$ cat config.mk
export PLATFORM = sky130hd
export DESIGN_NAME = div_kh
export DESIGN_NICKNAME = d
export VERILOG_FILES = /design/src/rtl/div_kh.sv
export SDC_FILE = /design/constraint.sdc
export NUM_CORES = 1
export LEC_CHECK = 0
export BUFFER_PORTS_ARGS = -buffer_cell sky130_fd_sc_hd__buf_2
export CORE_MARGIN = 3
export CORE_UTILIZATION = 62
export CTS_BUF_LIST = sky130_fd_sc_hd__clkbuf_4
export DETAILED_ROUTE_END_ITERATION = 12
export MAX_ROUTING_LAYER = met4
export PLACE_DENSITY = 0.92
export SETUP_SLACK_MARGIN = 0.02
export SLEW_MARGIN = 15
export SYNTH_ARGS = -nofsm -noshare
export SYNTH_HDL_FRONTEND = slang
export SYNTH_SLANG_ARGS = --single-unit
$ cat constraint.sdc
create_clock -name clk_i -period 5.3 [get_ports clk_i]
set_clock_uncertainty 0.15 [all_clocks]
set_input_delay 0.795 -clock clk_i [delete_from_list [all_inputs] [get_ports clk_i]]
set_output_delay 0.795 -clock clk_i [all_outputs]
set_load 0.005 [all_outputs]
$ cat src/rtl/div_kh.sv
// Radix-2 restoring unsigned divider: one quotient bit per clock, start/ready/valid handshake.
// Latency DIVIDEND_W+1 cycles to the valid pulse (1 for divide-by-zero); start is ignored unless ready.
module div_kh #(
   parameter int DIVIDEND_W = 16,
   parameter int DIVISOR_W  = 8
) (
   input  logic                  clk_i,
   input  logic                  reset_i,
   input  logic                  start_i,
   input  logic [DIVIDEND_W-1:0] dividend_i,
   input  logic [DIVISOR_W-1:0]  divisor_i,
   output logic                  ready_o,
   output logic                  valid_o,
   output logic [DIVIDEND_W-1:0] quotient_o,
   output logic [DIVISOR_W-1:0]  remainder_o,
   output logic                  div_by_zero_o
);

   localparam int CNT_W = (DIVIDEND_W > 1) ? $clog2(DIVIDEND_W) : 1;

   typedef enum logic [1:0] {
      S_IDLE = 2'd0,
      S_CALC = 2'd1,
      S_DONE = 2'd2
   } state_t;

   state_t                state_q, state_d;
   logic [DIVIDEND_W-1:0] shreg_q, shreg_d;
   logic [DIVISOR_W:0]    pr_q, pr_d;
   logic [DIVISOR_W-1:0]  dvs_q, dvs_d;
   logic [CNT_W-1:0]      cnt_q, cnt_d;
   logic [DIVIDEND_W-1:0] quo_q, quo_d;
   logic [DIVISOR_W-1:0]  rem_q, rem_d;
   logic                  dbz_q, dbz_d;
   logic                  ready_q, ready_d;
   logic                  valid_q, valid_d;

   // Partial remainder is one bit wider than the divisor so the compare never overflows.
   logic [DIVISOR_W:0]    pr_shift;
   logic [DIVISOR_W:0]    pr_sub;
   logic                  pr_ge;
   logic [DIVISOR_W:0]    pr_next;
   logic [DIVIDEND_W-1:0] shreg_next;

   always_comb begin
      pr_shift   = {pr_q[DIVISOR_W-1:0], shreg_q[DIVIDEND_W-1]};
      pr_sub     = pr_shift - {1'b0, dvs_q};
      pr_ge      = (pr_shift >= {1'b0, dvs_q});
      pr_next    = pr_ge ? pr_sub : pr_shift;
      shreg_next = {shreg_q[DIVIDEND_W-2:0], pr_ge};
   end

   always_comb begin
      state_d = state_q;
      shreg_d = shreg_q;
      pr_d    = pr_q;
      dvs_d   = dvs_q;
      cnt_d   = cnt_q;
      quo_d   = quo_q;
      rem_d   = rem_q;
      dbz_d   = dbz_q;

      case (state_q)
         S_IDLE: begin
            if (start_i) begin
               if (divisor_i != '0) begin
                  shreg_d = dividend_i;
                  dvs_d   = divisor_i;
                  pr_d    = '0;
                  cnt_d   = CNT_W'(DIVIDEND_W - 1);
                  dbz_d   = 1'b0;
                  state_d = S_CALC;
               end else begin
                  quo_d   = '1;
                  rem_d   = dividend_i[DIVISOR_W-1:0];
                  dbz_d   = 1'b1;
                  state_d = S_DONE;
               end
            end
         end
         S_CALC: begin
            pr_d    = pr_next;
            shreg_d = shreg_next;
            if (cnt_q == '0) begin
               quo_d   = shreg_next;
               rem_d   = pr_next[DIVISOR_W-1:0];
               state_d = S_DONE;
            end else begin
               cnt_d = cnt_q - 1'b1;
            end
         end
         S_DONE: begin
            state_d = S_IDLE;
         end
         default: begin
            state_d = S_IDLE;
         end
      endcase

      ready_d = (state_d == S_IDLE);
      valid_d = (state_d == S_DONE);
   end

   always_ff @(posedge clk_i) begin
      if (reset_i) begin
         state_q <= S_IDLE;
         shreg_q <= '0;
         pr_q    <= '0;
         dvs_q   <= '0;
         cnt_q   <= '0;
         quo_q   <= '0;
         rem_q   <= '0;
         dbz_q   <= 1'b0;
         ready_q <= 1'b1;
         valid_q <= 1'b0;
      end else begin
         state_q <= state_d;
         shreg_q <= shreg_d;
         pr_q    <= pr_d;
         dvs_q   <= dvs_d;
         cnt_q   <= cnt_d;
         quo_q   <= quo_d;
         rem_q   <= rem_d;
         dbz_q   <= dbz_d;
         ready_q <= ready_d;
         valid_q <= valid_d;
      end
   end

   assign ready_o       = ready_q;
   assign valid_o       = valid_q;
   assign quotient_o    = quo_q;
   assign remainder_o   = rem_q;
   assign div_by_zero_o = dbz_q;

endmodule

After elaboration in Yosys (flattened, before gate mapping). Cells that the tools add are included.

Add/sub/neg operators: 2. Order comparisons: 1. Equal/unequal tests: 7. Mux-type cells: 24. Reduce and logical (&&, ||, !) cells: 10.

Operator list (count): 16-bit two-way mux (5); 16-bit case mux with 2 select lines (2); 8-bit two-way mux (6); 8-bit case mux with 2 select lines (2); 4-bit two-way mux (3); 2-bit inequality test (second input constant) (5); 9-bit by 8-bit greater-or-equal comparator with 1-bit output (1); 4-bit case mux with 2 select lines (1); 4-bit AND reduction (2); 8-bit nonzero test (1); 8-bit subtractor (1); 2-bit two-way mux (3); 3-bit AND reduction (2); 2-bit logical NOT (2); 4-bit logical NOT (1); 2-bit case mux with 2 select lines (1); 4-bit by 1-bit subtractor with 4-bit output (second input constant) (1); 2-bit by 1-bit equality test with 1-bit output (second input constant) (1); 2-bit equality test (second input constant) (1); 2-bit AND reduction (1); 2-bit nonzero test (1); 1-bit two-way mux (1).

Register bits after elaboration: 65. Input port bits: 27. Logic and storage cells: 54.

Longest topological paths before layout. Gate-level depths: netlist of run 1.

Depth in word-level cells: 5. Gate-level depth with buffers: 9. Depth with buffers taken out: 9.

Worst setup path after synthesis of run 1. Ideal clock, no wire load.

Kind: input to register. Start: input port divisor_i[7]. End: register rem_q[5], in the netlist remainder_o[5]. Arrival time: 1.904 ns. Setup slack: 3.115 ns. Cell stages on the path: 7. Path through: nor4_2 > nand2_2 > o22ai_4 > buf_4 > nor2_1 > a31oi_1 > o22ai_1.

Cells in the longest elaborated chain, start to end: 3.

Ends and longest elaborated chain: start, declared (line 11) `input logic [DIVISOR_W-1:0] divisor_i,`; 8-bit nonzero test (line 66) `if (divisor_i != '0) begin`; 2-bit inequality test (no source line); 4-bit AND reduction (no source line); end signal, assigned (line 123) `rem_q <= rem_d;`; end, declared (line 33) `logic [DIVISOR_W-1:0] rem_q, rem_d;`.

Every way passes these cells. A chain may end at the register's enable or synchronous reset.

Worst setup path in the final report of run 1.
Start: input port divisor_i[3]. End: register rem_q[5], in the netlist remainder_o[5].

Same word-level chain as after synthesis.

==> metrics.csv, run 1 <==
stage,metric,value,unit
critical_path,"reg-to-reg slack, setup",2.96,ns
worst_hold_path,Hold Path End,pr_q[7],
job,# Max-Cap Violations,0,
global_routing,largest net degree at the start of global routing,65,
floorplanning,core area,4530,um^2
synth,fraction of registers with async set/reset,0,
clocking,H-tree levels,3,
worst_hold_path,hold depth,2,
timing,minimum clock period,2.38,ns
synth,"Seq/Total Area, Yosys",0.429,
synth,Post-synth top flop,dfxtp_1,
clocking,post-CTS setup buffers,0,
clocking,Post-CTS Hold Buffers,0,
synth,Gate Count Post-Synth,373,
timing,hold slack,0.320,ns
route,DR vias/cell,5.62,
place,RD Place Congestion,0.807,
floorplanning,Die H,76.0,um
cells_and_area,share of post-route cells with drive strength above 1,0.197,
clocking,PostCTS Resize Cnt,0,
timing,setup violators final,0,
place,dpl cells,469,
critical_path,Worst R2R End,remainder_o[6],
route,1st-iter DRT viols,207,
power,power per cell area,392,nW/um^2
timing,final setup margin,2.92,ns
worst_hold_path,worst hold start,pr_q[7],
synth,Netlist cell types,46,
critical_path,critical path class,input port to register,
clocking,TritonCTS buffer count,9,
clocking,TritonCTS clock tree,built,
power,Pleak,1.43,nW
floorplanning,num rows,24,
synth,Synth Register Bits,65,
cells_and_area,Layout Utilization,0.764,
cells_and_area,n_diodes,0,
timing,RSZ-0062 raised after global routing,no,
cells_and_area,area grow syn2layout,14.2,%
floorplanning,die footprint,5770,um^2
outcome,outcome,"finished, final reports clean",
clocking,"Clk Latency, worst-skew pair",0.41,ns
route,post-route ant nets,0,
timing,headroom to the max-slew limit,0.253,
synth,Area contributors post-synth,"dfxtp_1 (43%), nor2_1 (8.5%), nand2_1 (8.4%)",
global_routing,number of global-route vias before repair,2595,
floorplanning,# IOs,54,
timing,Final Cycle Share,0.448,
worst_hold_path,HP Class,register to register,
power,peak supply drop,291,uV
route,via count,2732,
timing,pins over their slew limit,0,
cells_and_area,fin nets,453,
clocking,root buffer selected by CTS,clkbuf_4,
global_routing,initial antenna violation count,0,
critical_path,Worst R2R Path Depth,9,
timing,Tightest Pin Transition,1.12,ns
route,WL/cell,14.4,um
synth,Yosys top cell by area,dfxtp_1,
synth,Ys Warns,0,
route,DR pass1 iterations,4,
place,placed wire-length estimate,4840,um
place,pre-CTS worst setup slack,2.29,ns
timing,FMAX,421,MHz
global_routing,Tot GR Track Use,0.260,
critical_path,R2R Path Start,shreg_q[15],
critical_path,"Slowest-stage cell, CP",o22ai_4,
cells_and_area,"commonest non-fill, non-tap cell in the layout",nor2_1,
critical_path,Worst EP arrival,2.48,ns
critical_path,max incr delay on CP,0.51,ns
synth,average size of a mapped cell,8.13,um^2
critical_path,CP Launch Type,input port,
global_routing,GRT Residual Overflow,0,
synth,Post-Syn Area,3030,um^2
place,port buffer count,53,
floorplanning,Die Wd,76.0,um
critical_path,CP Capture Type,register,
synth,Yosys top cell area share,0.429,
synth,Post-synth EDFFs,0,
floorplanning,Initial Util,0.669,
clocking,Longest Clk Path Bufs,2,
cells_and_area,final non-filler cell total,486,
timing,TNS Setup,0,ns
global_routing,first-pass GRT wire length,11900,um
critical_path,CP top delay family,compound AO/OA/AOI/OAI gates,
critical_path,crit path cell chain,"buf_2, nor4_2, nand2_2, o22ai_4, buf_16, nor2_1, a31oi_1, o22ai_1",
route,WL final,7000,um
cells_and_area,post-route cell area,3470,um^2
place,placed inst area,3280,um^2
clocking,clk sinks,65,
critical_path,crit path buf inv count,2,
power,Power Total,1.36,mW
timing,Fin. Hold Viols,0,
critical_path,critical path required time,5.40,ns
critical_path,crit path max fanout,33,
route,DRC viols,0,
cells_and_area,most frequent cells in the layout,"nor2_1 (69), nand2_1 (68), dfxtp_1 (65), buf_2 (53), a21oi_1 (24)",
clocking,"CTS clk-pin slew, worst paths",0.10,ns
cells_and_area,# fillers,341,
synth,syn nets,410,
==> worst register-to-register path, stage by stage (launching register included) <==
cell	delay (ns)
dfxtp_1	0.40
inv_1	0.07
ha_1	0.23
fa_1	0.41
nor2b_1	0.17
o31a_1	0.17
o21a_1	0.12
o21ai_0	0.07
a31oi_1	0.26
a311oi_1	0.12
==> kinds of logic (layout without fill, tap and decap cells) <==
| kind of cell | after synthesis | in the layout | share of synthesized area |
|---|---|---|---|
| adders and majority gates | 10 | 10 | 0.0437 |
| buffers and inverters | 38 | 86 | 0.0561 |
| DFF | 65 | 65 | 0.429 |
| and+or+nand+nor | 156 | 156 | 0.214 |
| AOI/OAI and AO/OA | 95 | 95 | 0.229 |
| xor gates and xnor gates | 6 | 6 | 0.0173 |
| muxes | 3 | 3 | 0.0107 |
==> worst max path at each step <==
stage | from | cells after the start | to
2_1_floorplan | divisor_i[7] | 7 | remainder_o[5]
3_3_place_gp | divisor_i[3] | 7 | remainder_o[5]
3_5_place_dp | divisor_i[3] | 6 | quotient_o[12]
4_1_cts | divisor_i[3] | 6 | quotient_o[12]
5_1_grt | divisor_i[3] | 8 | remainder_o[5]
6_report | divisor_i[3] | 8 | remainder_o[5]
==> where the power goes <==
group	switching (mW)	internal [mW]	total (mW)
Clock	0.178	0.194	0.371
Combinational	0.242	0.167	0.410
Sequential	0.0379	0.541	0.579
Total	0.458	0.902	1.36
==> cell type report <==
type                            count  area (um^2)  share of cell area
Inverter                           14         52.6              0.0152
Multi-Input combinational cell    270         1570               0.452
Tap cell                           65         81.3              0.0235
Timing Repair Buffer               56          308              0.0888
Clock inverter                      6         82.6              0.0238
Sequential cell                    65         1300               0.375
Clock buffer                       10         75.1              0.0217
==> Yosys cell counts, types with 2 or more instances <==
cell	count
nor2_1	69
nand2_1	68
dfxtp_1	65
a21oi_1	24
a311oi_1	22
a211oi_1	17
inv_1	14
clkbuf_1	10
ha_1	9
buf_2	7
o21a_1	5
nor2b_1	4
o211ai_1	4
o21ai_0	4
a31oi_1	3
buf_1	3
buf_4	3
xnor2_1	3
xor2_1	3
a21oi_2	2
and2_1	2
and3_1	2
mux2_2	2
nand3b_1	2
nor3_1	2
nor4_2	2
o21ai_1	2
o31ai_1	2
==> per-layer routing <==
metal | part of all wire | GRT usage
met5 | 0 | -
met4 | 0.024 | 0.132
met3 | 0.050 | 0.0450
met2 | 0.50 | 0.431
met1 | 0.42 | 0.306
==> state kept, by name, summed over array words and instances, names as in the netlist <==
register,cells
remainder_o,8
dvs_q,8
div_by_zero_o,1
ready_o,1
cnt_q,4
valid_o,1
state_q,2
pr_q,8
shreg_q,16
quotient_o,16
(Power assumes the default switching activity.)
==> run 2: changes to the inputs <==
--- a/config.mk
+++ b/config.mk
@@ -7,11 +7,11 @@
 export LEC_CHECK = 0
 export BUFFER_PORTS_ARGS = -buffer_cell sky130_fd_sc_hd__buf_2
 export CORE_MARGIN = 3
-export CORE_UTILIZATION = 62
+export CORE_UTILIZATION = 58
 export CTS_BUF_LIST = sky130_fd_sc_hd__clkbuf_4
 export DETAILED_ROUTE_END_ITERATION = 12
 export MAX_ROUTING_LAYER = met4
-export PLACE_DENSITY = 0.92
+export PLACE_DENSITY = 0.87
 export SETUP_SLACK_MARGIN = 0.02
 export SLEW_MARGIN = 15
 export SYNTH_ARGS = -nofsm -noshare
==> constraint.sdc (replaced) <==
create_clock -name clk_i -period 2.3 [get_ports clk_i]
set_clock_uncertainty 0.15 [all_clocks]
set_input_delay 0.345 -clock clk_i [delete_from_list [all_inputs] [get_ports clk_i]]
set_output_delay 0.345 -clock clk_i [all_outputs]
set_load 0.005 [all_outputs]
==> run 2 against run 1 <==
Critical path depth down 1. Hold slack worse by 0.27 ns. Register-to-register slack worse by 2.9 ns. Die area up 6.3%. Critical endpoint is now remainder_o[6]. Largest cell class unchanged. Wire length up 1.6%.
==> metrics.csv, run 2 (synthesized netlist as in run 1, its figures left out) <==
stage,metric,value,unit,change
power,power per cell area,940,nW/um^2,was 392 nW/um^2
clocking,TritonCTS clock tree,built,,unchanged
clocking,root buffer selected by CTS,clkbuf_4,,unchanged
cells_and_area,# fillers,388,,was 341
cells_and_area,share of post-route cells with drive strength above 1,0.233,,was 0.197
timing,setup violators final,0,,unchanged
critical_path,Worst R2R Path Depth,7,,was 9
worst_hold_path,worst hold start,dividend_i[8],,was pr_q[7]
power,sw power,1.12,mW,was 458 uW
floorplanning,die footprint,6130,um^2,was 5770 um^2
cells_and_area,multi-input logic area,1640,um^2,was 1570 um^2
critical_path,"reg-to-reg slack, setup",0.09,ns,was 2.96 ns
job,# Max-Cap Violations,0,,unchanged
place,dpl cells,476,,was 469
clocking,PostCTS Resize Cnt,0,,unchanged
timing,Tightest Pin Transition,0.667,ns,was 1.12 ns
floorplanning,# IOs,54,,unchanged
place,RD Place Congestion,0.987,,was 0.807
critical_path,CP Capture Type,register,,unchanged
power,internal power,2.26,mW,was 902 uW
floorplanning,core area,4880,um^2,was 4530 um^2
cells_and_area,fin nets,457,,was 453
global_routing,largest net degree at the start of global routing,52,,was 65
route,1st-iter DRT viols,196,,was 207
critical_path,CP Launch Type,register,,was input port
clocking,TritonCTS buffer count,9,,unchanged
clocking,"Clk Latency, worst-skew pair",0.40,ns,was 0.41 ns
timing,headroom to the max-slew limit,0.555,,was 0.253
place,pre-CTS worst setup slack,0.0812,ns,was 2.29 ns
worst_hold_path,HP Class,input port to register,,was register to register
global_routing,first-pass GRT wire length,11700,um,was 11900 um
route,DR vias/cell,5.62,,about the same
critical_path,crit path max fanout,6,,was 33
cells_and_area,post-route cell area,3590,um^2,was 3470 um^2
route,DRC viols,0,,unchanged
global_routing,GRT Residual Overflow,0,,unchanged
cells_and_area,n_diodes,0,,unchanged
place,placed wire-length estimate,4910,um,was 4840 um
outcome,outcome,"finished, final reports clean",,unchanged
global_routing,Tot GR Track Use,0.244,,was 0.260
route,DR pass1 iterations,5,,was 4
place,placed inst area,3330,um^2,was 3280 um^2
power,peak supply drop,649,uV,was 291 uV
cells_and_area,final non-filler cell total,492,,was 486
timing,Fin. Hold Viols,0,,unchanged
critical_path,R2R Path Start,pr_q[1],,was shreg_q[15]
cells_and_area,area grow syn2layout,18.5,%,was 14.2%
clocking,Longest Clk Path Bufs,2,,unchanged
timing,FMAX,452,MHz,
power,Sequential Power Share,0.394,,was 0.426
critical_path,critical path class,register to register,,was input port to register
power,power share of the clock group,0.293,,was 0.273
route,WL final,7110,um,was 7000 um
floorplanning,Initial Util,0.622,,was 0.669
clocking,"CTS clk-pin slew, worst paths",0.12,ns,was 0.10 ns
critical_path,critical path required time,2.40,ns,was 5.40 ns
worst_hold_path,hold depth,3,,was 2
floorplanning,num rows,25,,was 24
clocking,clk sinks,65,,unchanged
floorplanning,Die Wd,78.3,um,was 76.0 um
cells_and_area,most frequent cells in the layout,"nand2_1 (68), nor2_1 (68), dfxtp_1 (65), buf_2 (53), a21oi_1 (23)",,"was nor2_1 (69), nand2_1 (68), dfxtp_1 (65), buf_2 (53), a21oi_1 (24)"
timing,final setup margin,0.0852,ns,was 2.92 ns
timing,pins over their slew limit,0,,unchanged
global_routing,initial antenna violation count,0,,unchanged
power,switching share of power,0.332,,was 0.337
power,Pleak,1.48,nW,was 1.43 nW
timing,hold slack,0.0511,ns,was 0.320 ns
clocking,post-CTS setup buffers,0,,unchanged
timing,RSZ-0062 raised after global routing,yes,,was no
clocking,H-tree levels,3,,unchanged
worst_hold_path,Hold Path End,shreg_q[8],,was pr_q[7]
power,combinational cell fraction of total power,0.313,,was 0.301
global_routing,number of global-route vias before repair,2604,,was 2595
cells_and_area,register area,1300,um^2,unchanged
route,via count,2767,,was 2732
timing,minimum clock period,2.21,ns,
route,post-route ant nets,0,,unchanged
critical_path,Worst R2R End,remainder_o[6],,unchanged
place,port buffer count,53,,unchanged
clocking,Post-CTS Hold Buffers,0,,unchanged
route,WL/cell,14.4,um,about the same
timing,Final Cycle Share,0.963,,
floorplanning,Die H,78.3,um,was 76.0 um
critical_path,Worst EP arrival,2.32,ns,was 2.48 ns
-- run 2: changes by cell type in the layout (fill, tap and decap cells not counted), sizes merged --
cell | previous run | this run
buf | 56 | 60
bufinv | 2 | 3
clkinv | 2 | 1
clkinvlp | 2 | 1
inv | 14 | 15
-- run 2: layer usage --
layer | GRT usage | vias to the layer above | share of wire
li1 | - | 1398 | -
met1 | 0.298 | 1280 | 0.44
met2 | 0.407 | 80 | 0.50
met3 | 0.0447 | 9 | 0.051
met4 | 0.0874 | 0 | 0.011
met5 | - | - | 0
-- run 2: cell type report --
type	count	area share
Clock buffer	10	0.0209
Clock inverter	6	0.0320
Inverter	14	0.0146
Multi-Input combinational cell	270	0.455
Sequential cell	65	0.362
Tap cell	67	0.0233
Timing Repair Buffer	60	0.0919
-- run 2: critical path, cell delays in order, from the launching register on --
cell,delay [ns]
dfxtp_1,0.37
ha_2,0.32
nor2b_2,0.17
o31a_1,0.25
o21a_1,0.18
or3_1,0.33
a31oi_2,0.18
a311oi_1,0.11
-- run 2: worst max-delay path by stage --
stage,end,start
6_report,remainder_o[6],pr_q[1]
3_3_place_gp,remainder_o[6],dvs_q[2]
2_1_floorplan,remainder_o[6],dvs_q[2]
4_1_cts,remainder_o[2],dvs_q[4]
3_5_place_dp,remainder_o[6],dvs_q[2]
5_1_grt,remainder_o[6],pr_q[1]
-- run 2: per-stage QoR --
step           power, mW  setup TNS, ns   util
2_1_floorplan       2.09              0      -
3_3_place_gp        2.27              0  0.683
3_5_place_dp        2.30              0  0.683
4_1_cts             3.29              0  0.722
5_1_grt             3.58        -0.0809  0.737
6_report            3.38              0  0.737
-- run 2: power by group through the flow --
| stage | clock network [mW] | logic, mW | registers, mW |
|---|---|---|---|
| floorplan | 0 | 0.750 | 1.34 |
| global placement | 0 | 0.919 | 1.35 |
| detailed placement | 0 | 0.948 | 1.35 |
| CTS | 1.00 | 0.956 | 1.33 |
| global route | 1.06 | 1.18 | 1.34 |
| finish | 0.992 | 1.06 | 1.33 |
